$ cat src/rtl/ram_arbiter_pkg.sv
// Shared definitions for the RAM arbiter slice.
// Contents: FSM state encoding and a wrap-around index increment helper.
package ram_arbiter_pkg;

  typedef enum logic [1:0] {
    StIdle   = 2'd0,
    StAccess = 2'd1,
    StClear  = 2'd2
  } state_e;

  // Next index after idx in a ring of n entries.
  function automatic int unsigned rr_wrap_inc(int unsigned idx, int unsigned n);
    return (idx + 1 >= n) ? 0 : idx + 1;
  endfunction

endpackage

$ cat src/rtl/ram_arbiter_if.sv
// Bus bundle between the requesters / RAM and the RAM arbiter.
// slave  : arbiter side (consumes requests and mem_rdata, drives acks and RAM pins)
// master : environment side (requesters plus the RAM model returning mem_rdata)
interface ram_arbiter_if #(
  parameter int unsigned BitWidth = 16,
  parameter int unsigned SelWidth = 3,
  parameter int unsigned NumReq   = 2
) ();

  logic [NumReq-1:0]          req;
  logic [NumReq-1:0]          we;
  logic [NumReq*SelWidth-1:0] addr;
  logic [NumReq*BitWidth-1:0] wdata;
  logic [NumReq-1:0]          ack;
  logic [BitWidth-1:0]        rdata;
  logic                       clear;
  logic                       busy;
  logic [SelWidth-1:0]        mem_address;
  logic [BitWidth-1:0]        mem_in;
  logic                       mem_load;
  logic                       mem_reset;
  logic [BitWidth-1:0]        mem_rdata;

  modport slave (
    input  req, we, addr, wdata, clear, mem_rdata,
    output ack, rdata, busy, mem_address, mem_in, mem_load, mem_reset
  );

  modport master (
    output req, we, addr, wdata, clear, mem_rdata,
    input  ack, rdata, busy, mem_address, mem_in, mem_load, mem_reset
  );

endinterface

$ cat src/rtl/ram_arbiter_rr_arbiter.sv
// Combinational round-robin picker.
// req_i : request vector
// ptr_i : index holding highest priority this round
// idx_o : winner, the first set request at or after ptr_i (wrapping)
// any_o : at least one request is set
module rr_arbiter #(
  parameter int unsigned NumReq = 2,
  parameter int unsigned IdxW   = $clog2(NumReq)
) (
  input  logic [NumReq-1:0] req_i,
  input  logic [IdxW-1:0]   ptr_i,
  output logic [IdxW-1:0]   idx_o,
  output logic              any_o
);

  int unsigned cand;

  // Scan from the farthest offset back to ptr_i so the closest request wins.
  always_comb begin
    idx_o = '0;
    any_o = |req_i;
    cand  = 0;
    for (int unsigned k = 0; k < NumReq; k++) begin
      cand = (32'(ptr_i) + NumReq - 1 - k) % NumReq;
      if (req_i[cand[IdxW-1:0]]) begin
        idx_o = cand[IdxW-1:0];
      end
    end
  end

endmodule

$ cat src/rtl/ram_arbiter.sv
// Shares one register RAM between NumReq requesters: round-robin grant, one read or
// write per transaction (latched at grant, executed in a single ACCESS cycle), plus a
// clear sweep that writes zero to every word.
// clock_i : system clock
// reset_i : synchronous active-high reset, also passed to the RAM reset pin
// arb_io  : requester handshake, clear/busy and RAM pins
module ram_arbiter
  import ram_arbiter_pkg::*;
#(
  parameter int unsigned BitWidth = 16,
  parameter int unsigned SelWidth = 3,
  parameter int unsigned NumReq   = 2
) (
  input  logic          clock_i,
  input  logic          reset_i,
  ram_arbiter_if.slave  arb_io
);

  localparam int unsigned IdxW = $clog2(NumReq);

  state_e               state_q, state_d;
  logic [IdxW-1:0]      rr_ptr_q, rr_ptr_d;
  logic [IdxW-1:0]      gnt_q, gnt_d;
  logic                 we_q, we_d;
  logic [SelWidth-1:0]  addr_q, addr_d;
  logic [BitWidth-1:0]  wdata_q, wdata_d;
  logic [SelWidth-1:0]  clr_cnt_q, clr_cnt_d;

  logic [IdxW-1:0]      win_idx;
  logic                 win_any;

  logic [NumReq-1:0]    ack;
  logic [BitWidth-1:0]  rdata;
  logic                 busy;
  logic [SelWidth-1:0]  mem_address;
  logic [BitWidth-1:0]  mem_in;
  logic                 mem_load;

  rr_arbiter #(
    .NumReq (NumReq)
  ) u_rr_arbiter (
    .req_i (arb_io.req),
    .ptr_i (rr_ptr_q),
    .idx_o (win_idx),
    .any_o (win_any)
  );

  always_ff @(posedge clock_i) begin
    if (reset_i) begin
      state_q   <= StIdle;
      rr_ptr_q  <= '0;
      gnt_q     <= '0;
      we_q      <= 1'b0;
      addr_q    <= '0;
      wdata_q   <= '0;
      clr_cnt_q <= '0;
    end else begin
      state_q   <= state_d;
      rr_ptr_q  <= rr_ptr_d;
      gnt_q     <= gnt_d;
      we_q      <= we_d;
      addr_q    <= addr_d;
      wdata_q   <= wdata_d;
      clr_cnt_q <= clr_cnt_d;
    end
  end

  always_comb begin
    state_d     = state_q;
    rr_ptr_d    = rr_ptr_q;
    gnt_d       = gnt_q;
    we_d        = we_q;
    addr_d      = addr_q;
    wdata_d     = wdata_q;
    clr_cnt_d   = clr_cnt_q;
    ack         = '0;
    rdata       = '0;
    busy        = 1'b0;
    mem_address = '0;
    mem_in      = '0;
    mem_load    = 1'b0;

    unique case (state_q)
      StIdle: begin
        // Clear takes priority over any pending request.
        if (arb_io.clear) begin
          state_d   = StClear;
          clr_cnt_d = '0;
        end else if (win_any) begin
          state_d = StAccess;
          gnt_d   = win_idx;
          we_d    = arb_io.we[win_idx];
          addr_d  = arb_io.addr[win_idx*SelWidth +: SelWidth];
          wdata_d = arb_io.wdata[win_idx*BitWidth +: BitWidth];
        end
      end
      StAccess: begin
        mem_address = addr_q;
        mem_in      = wdata_q;
        mem_load    = we_q;
        ack[gnt_q]  = 1'b1;
        rdata       = arb_io.mem_rdata;
        rr_ptr_d    = IdxW'(rr_wrap_inc(32'(gnt_q), NumReq));
        state_d     = StIdle;
      end
      StClear: begin
        mem_address = clr_cnt_q;
        mem_load    = 1'b1;
        busy        = 1'b1;
        clr_cnt_d   = clr_cnt_q + SelWidth'(1);
        if (clr_cnt_q == {SelWidth{1'b1}}) begin
          state_d = StIdle;
        end
      end
      default: state_d = StIdle;
    endcase

    // While reset is asserted the RAM reloads from mem_in, so keep it zero and
    // suppress any ack from an aborted transaction.
    if (reset_i) begin
      ack         = '0;
      rdata       = '0;
      busy        = 1'b0;
      mem_address = '0;
      mem_in      = '0;
      mem_load    = 1'b0;
    end
  end

  assign arb_io.ack         = ack;
  assign arb_io.rdata       = rdata;
  assign arb_io.busy        = busy;
  assign arb_io.mem_address = mem_address;
  assign arb_io.mem_in      = mem_in;
  assign arb_io.mem_load    = mem_load;
  assign arb_io.mem_reset   = reset_i;

endmodule

$ cat src/flat_wrapper.sv
// flat-port wrapper written by rule: the top's interface ports become plain ports
module ram_arbiter_flat import ram_arbiter_pkg::*;
#(
  parameter int unsigned BitWidth = 16,
  parameter int unsigned SelWidth = 3,
  parameter int unsigned NumReq   = 2
)
  (clock_i, reset_i, arb_io_req, arb_io_we, arb_io_addr, arb_io_wdata, arb_io_clear, arb_io_mem_rdata, arb_io_ack, arb_io_rdata, arb_io_busy, arb_io_mem_address, arb_io_mem_in, arb_io_mem_load, arb_io_mem_reset);
  ram_arbiter_if #(.BitWidth(BitWidth), .SelWidth(SelWidth), .NumReq(NumReq)) arb_io_i ();
  input  logic clock_i;
  input  logic reset_i;
  input wire logic [$bits(arb_io_i.req)-1:0] arb_io_req;
  input wire logic [$bits(arb_io_i.we)-1:0] arb_io_we;
  input wire logic [$bits(arb_io_i.addr)-1:0] arb_io_addr;
  input wire logic [$bits(arb_io_i.wdata)-1:0] arb_io_wdata;
  input wire logic [$bits(arb_io_i.clear)-1:0] arb_io_clear;
  input wire logic [$bits(arb_io_i.mem_rdata)-1:0] arb_io_mem_rdata;
  output wire logic [$bits(arb_io_i.ack)-1:0] arb_io_ack;
  output wire logic [$bits(arb_io_i.rdata)-1:0] arb_io_rdata;
  output wire logic [$bits(arb_io_i.busy)-1:0] arb_io_busy;
  output wire logic [$bits(arb_io_i.mem_address)-1:0] arb_io_mem_address;
  output wire logic [$bits(arb_io_i.mem_in)-1:0] arb_io_mem_in;
  output wire logic [$bits(arb_io_i.mem_load)-1:0] arb_io_mem_load;
  output wire logic [$bits(arb_io_i.mem_reset)-1:0] arb_io_mem_reset;
  assign arb_io_i.req = arb_io_req;
  assign arb_io_i.we = arb_io_we;
  assign arb_io_i.addr = arb_io_addr;
  assign arb_io_i.wdata = arb_io_wdata;
  assign arb_io_i.clear = arb_io_clear;
  assign arb_io_i.mem_rdata = arb_io_mem_rdata;
  assign arb_io_ack = arb_io_i.ack;
  assign arb_io_rdata = arb_io_i.rdata;
  assign arb_io_busy = arb_io_i.busy;
  assign arb_io_mem_address = arb_io_i.mem_address;
  assign arb_io_mem_in = arb_io_i.mem_in;
  assign arb_io_mem_load = arb_io_i.mem_load;
  assign arb_io_mem_reset = arb_io_i.mem_reset;
  ram_arbiter #(.BitWidth(BitWidth), .SelWidth(SelWidth), .NumReq(NumReq)) u_core (.clock_i(clock_i), .reset_i(reset_i), .arb_io(arb_io_i));
endmodule
$ cat config.mk
export PLATFORM = sky130hd
export DESIGN_NAME = ram_arbiter_flat
export DESIGN_NICKNAME = d
export VERILOG_FILES = /design/src/rtl/ram_arbiter_pkg.sv /design/src/rtl/ram_arbiter_if.sv /design/src/rtl/ram_arbiter_rr_arbiter.sv /design/src/rtl/ram_arbiter.sv /design/src/flat_wrapper.sv
export SDC_FILE = /design/constraint.sdc
export NUM_CORES = 1
export LEC_CHECK = 0
export ABC_AREA = 1
export CORE_UTILIZATION = 41
export CTS_CLUSTER_SIZE = 12
export DETAILED_ROUTE_END_ITERATION = 8
export PLACE_DENSITY = 0.85
export REMOVE_ABC_BUFFERS = 1
export SYNTH_ARGS = -nofsm -noshare
export SYNTH_HDL_FRONTEND = slang
export SYNTH_SLANG_ARGS = --single-unit
$ cat constraint.sdc
create_clock -name clock_i -period 3.7 [get_ports clock_i]
set_input_delay 0.555 -clock clock_i [delete_from_list [all_inputs] [get_ports clock_i]]
set_output_delay 0.555 -clock clock_i [all_outputs]
set_load 0.01 [all_outputs]
==> metrics.md <==
| Metric | Value |
|---|---|
| Area grow syn2layout | `58.8%` |
| Vias in the first global route | `1,782` |
| Clock Root Buffer | `clkbuf_8` |
| RSZ-0062 raised after global routing | `false` |
| Syn_area_per_cell | `a little under 6 µm²` |
| Area of the core | `roughly 0.0041 mm²` |
| TNS Setup | `0 ps` |
| Logic pwr share | `33.4%` |
| Final Total Pwr | `~750 µW` |
| Slowest CP cell | `clkdlybuf4s50_1` |
| # IOs | `101` |
| Total grt overflow | `0` |
| Family with the most delay on the worst path | `buffers and inverters` |
| VDD IR-drop max | `0.000154 V` |
| Layout cells sized above 1 | `4.87%` |
| Starting Density | `43.4%` |
| IO Port Bufs | `100` |
| Max H-tree Level | `1` |
| Setup CP Type | `reg2out` |
| Antenna Nets Post-Route | `0` |
| Die span in x | `between 60 and 70 µm` |
| WP buf/inv | `2` |
| Post-Synth XOR/XNOR Area | `0%` |
| Drt pass-1 iters | `4` |
| Util after Layout | `68.8%` |
| Most common cell after layout, fill and taps aside | `clkdlybuf4s50_1` |
| Fmax | `0.390 GHz` |
| Skew-Pair Late Insertion Delay | `270 ps` |
| Seq/Total Area, Yosys | `between 30 and 40%` |
| Share of total power in the clock network | `22.5%` |
| Die H | `67.7 µm` |
| Switching Power | `~230 µW` |
| Num CTS Buffers | `3` |
| Post-CTS Resized | `0` |
| Pwr Density | `267 mW/mm²` |
| Nature of the critical path endpoint | `primary output` |
| Fin. max-slew vios | `0` |
| Antenna violations before repair | `0` |
| Multiplexer share of the synthesized area | `0%` |
| Int Pwr | `518 µW` |
| Max-cap violation count | `0` |
| YS warnings | `0` |
| Post-synthesis compound-gate area fraction | `approximately 7.8%` |
| Syn Std Cell Area | `0.00177 mm²` |
| Routed WL | `4900 µm` |
| Fin nets | `between 400 and 500` |
| Slew headroom | `54.5%` |
| Clk slew on worst S/H paths | `90 ps` |
| Sink Count | `27` |
| Antenna Cells | `0` |
| # rows | `23` |
| Post-synthesis cell type count | `23` |
| Adder-Cell Fraction of Synth Area | `4.24%` |
| Drt wl/cell | `11.1 µm` |
| Tmin final | `2560 ps` |
| Final Wtd Congestion | `0.840` |
| Hold Fails Final Rpt | `0` |
| Slew @ Worst Pin | `681 ps` |
| CTS max path bufs | `2` |
| Residual DRC count | `0` |
| Setup Viol. Count Final | `0` |
| DR vias/cell | `~4.7` |
| Cts hold-fix bufs | `0` |
| Share of power burned in registers | `44.2%` |
| HPWL reported at the end of detailed placement | `3610 µm` |
| Most frequent cells in the layout | `clkdlybuf4s50_1 (99), nand2_1 (78), nor2_1 (45), inv_1 (45), nand3_1 (43)` |
| Worst Skew | `3.43 ps` |
| Worst-path cell chain | `inv_1, ha_1, nand2_2, nor2_1, clkdlybuf4s50_1` |
| First-pass GRT wire length | `around 7500 µm` |
| Pin count of the biggest net entering global routing | `45` |
| CTS tree | `built` |
| Hold WC Path Type | `reg2reg` |
| Period utilization | `69.2%` |
| Die Area | `0.00459 mm²` |
| Net Sw Frac | `31.2%` |
| Via count | `slightly above 2k` |
| Largest family of logic cells by synthesized area | `simple AND/OR/NAND/NOR gates` |
| Status | `completed` |
| Leakage | `1.26 nW` |
| Synth Instances | `300` |
| Post-CTS setup buffers | `0` |
| Crit path launch type | `flip-flop` |
| Initial detailed-routing violation count | `63` |
| Critical path's largest stage delay | `550 ps` |
| Post-Synth Simple-Gate Area | `42.2%` |
| CP required | `3140 ps` |
| All-Layer GR Usage | `between 20% and 30%` |
| Critical-path maximum fanout | `17` |
| Seq cells post-synth | `27` |
| Worst Path Arrival | `2010 ps` |
[synth_stat cells]
cell type  count  area, µm²
nand2_1       78        293
inv_1         45        169
nor2_1        45        169
nand3_1       43        215
dfxtp_1       27        541
a21oi_1       24        120
clkbuf_1       7       26.3
buf_2          6       30.0
ha_1           6       75.1
buf_4          3       22.5
inv_2          2       7.51
nand2_2        2       12.5
nor2_4         2       22.5
a21oi_2        1       8.76
buf_1          1       3.75
buf_6          1       11.3
nand2_4        1       11.3
nor2_2         1       6.26
nor2b_1        1       6.26
nor3_1         1       5.00
o21ai_0        1       5.00
o21ai_1        1       5.00
or2_2          1       6.26
[final timing paths]
| path | from | endpoint | slack [ps] | depth (start not counted) |
|---|---|---|---|---|
| hold reg to reg | u_core.clr_cnt_q[2] | u_core.clr_cnt_q[2] | 500 | 2 |
| setup / recovery | u_core.state_q[1] | arb_io_ack[0] | 1140 | 5 |
| hold / removal | u_core.clr_cnt_q[2] | u_core.clr_cnt_q[2] | 500 | 2 |
| setup reg to reg | u_core.state_q[0] | u_core.we_q | 1980 | 7 |
[power groups by stage]
stage,Clock [mW],Combinational (mW),Sequential [mW]
after global placement,0,0.244,0.337
final,0.169,0.251,0.332
after floorplan,0,0.128,0.335
after detailed placement,0,0.250,0.339
after CTS,0.171,0.252,0.332
after global routing,0.182,0.280,0.335
[through the flow]
stage                     setup slack, ps  instance area (µm²)  std cells  hold slack, ps
after floorplan                      1750                 1680        282             448
after global placement               1380                 2770        436             480
after detailed placement             1350                 2770        436             482
after CTS                            1140                 2810        440             496
after global routing                 1000                 2810        440             523
final                                1140                 2810        440             503
[logic make-up after synthesis]
logic type               Yosys count
AND/OR/NAND/NOR                  175
buffers and inverters             65
adder cells (fa/ha/maj)            6
AO/OA/AOI/OAI                     27
flip-flops                        27
[area by class of cell]
cell class                 instances  area (µm²)
inverter                          47         176
clock buffer                       3        41.3
timing repair buffer             104        1030
multi-input combinational        208         961
tap                               50        62.6
clock inverter                     1        5.00
sequential                        27         541
fill                             373        1270
[state kept, by name, summed over array words and instances, names as in the netlist]
register          count
u_core.clr_cnt_q      3
u_core.we_q           1
u_core.state_q        2
u_core.rr_ptr_q       1
u_core.wdata_q       16
u_core.gnt_q          1
u_core.addr_q         3
[metal layers]
| layer | share of wire, % | GRT usage [%] |
|---|---|---|
| met5 | 0 | 0 |
| met4 | 1.3 | 9.31 |
| met3 | 8.2 | 3.04 |
| met2 | 49 | 39.5 |
| met1 | 41 | 23.9 |
[worst register-to-register path, stage by stage, from the launching register on]
cell and delay, ps:
dfxtp_1 350, inv_1 120, ha_1 250, nand2_1 140
nor2_4 470, nand3_1 160, nand2_1 100, inv_1 40
(Power assumes the default switching activity.)
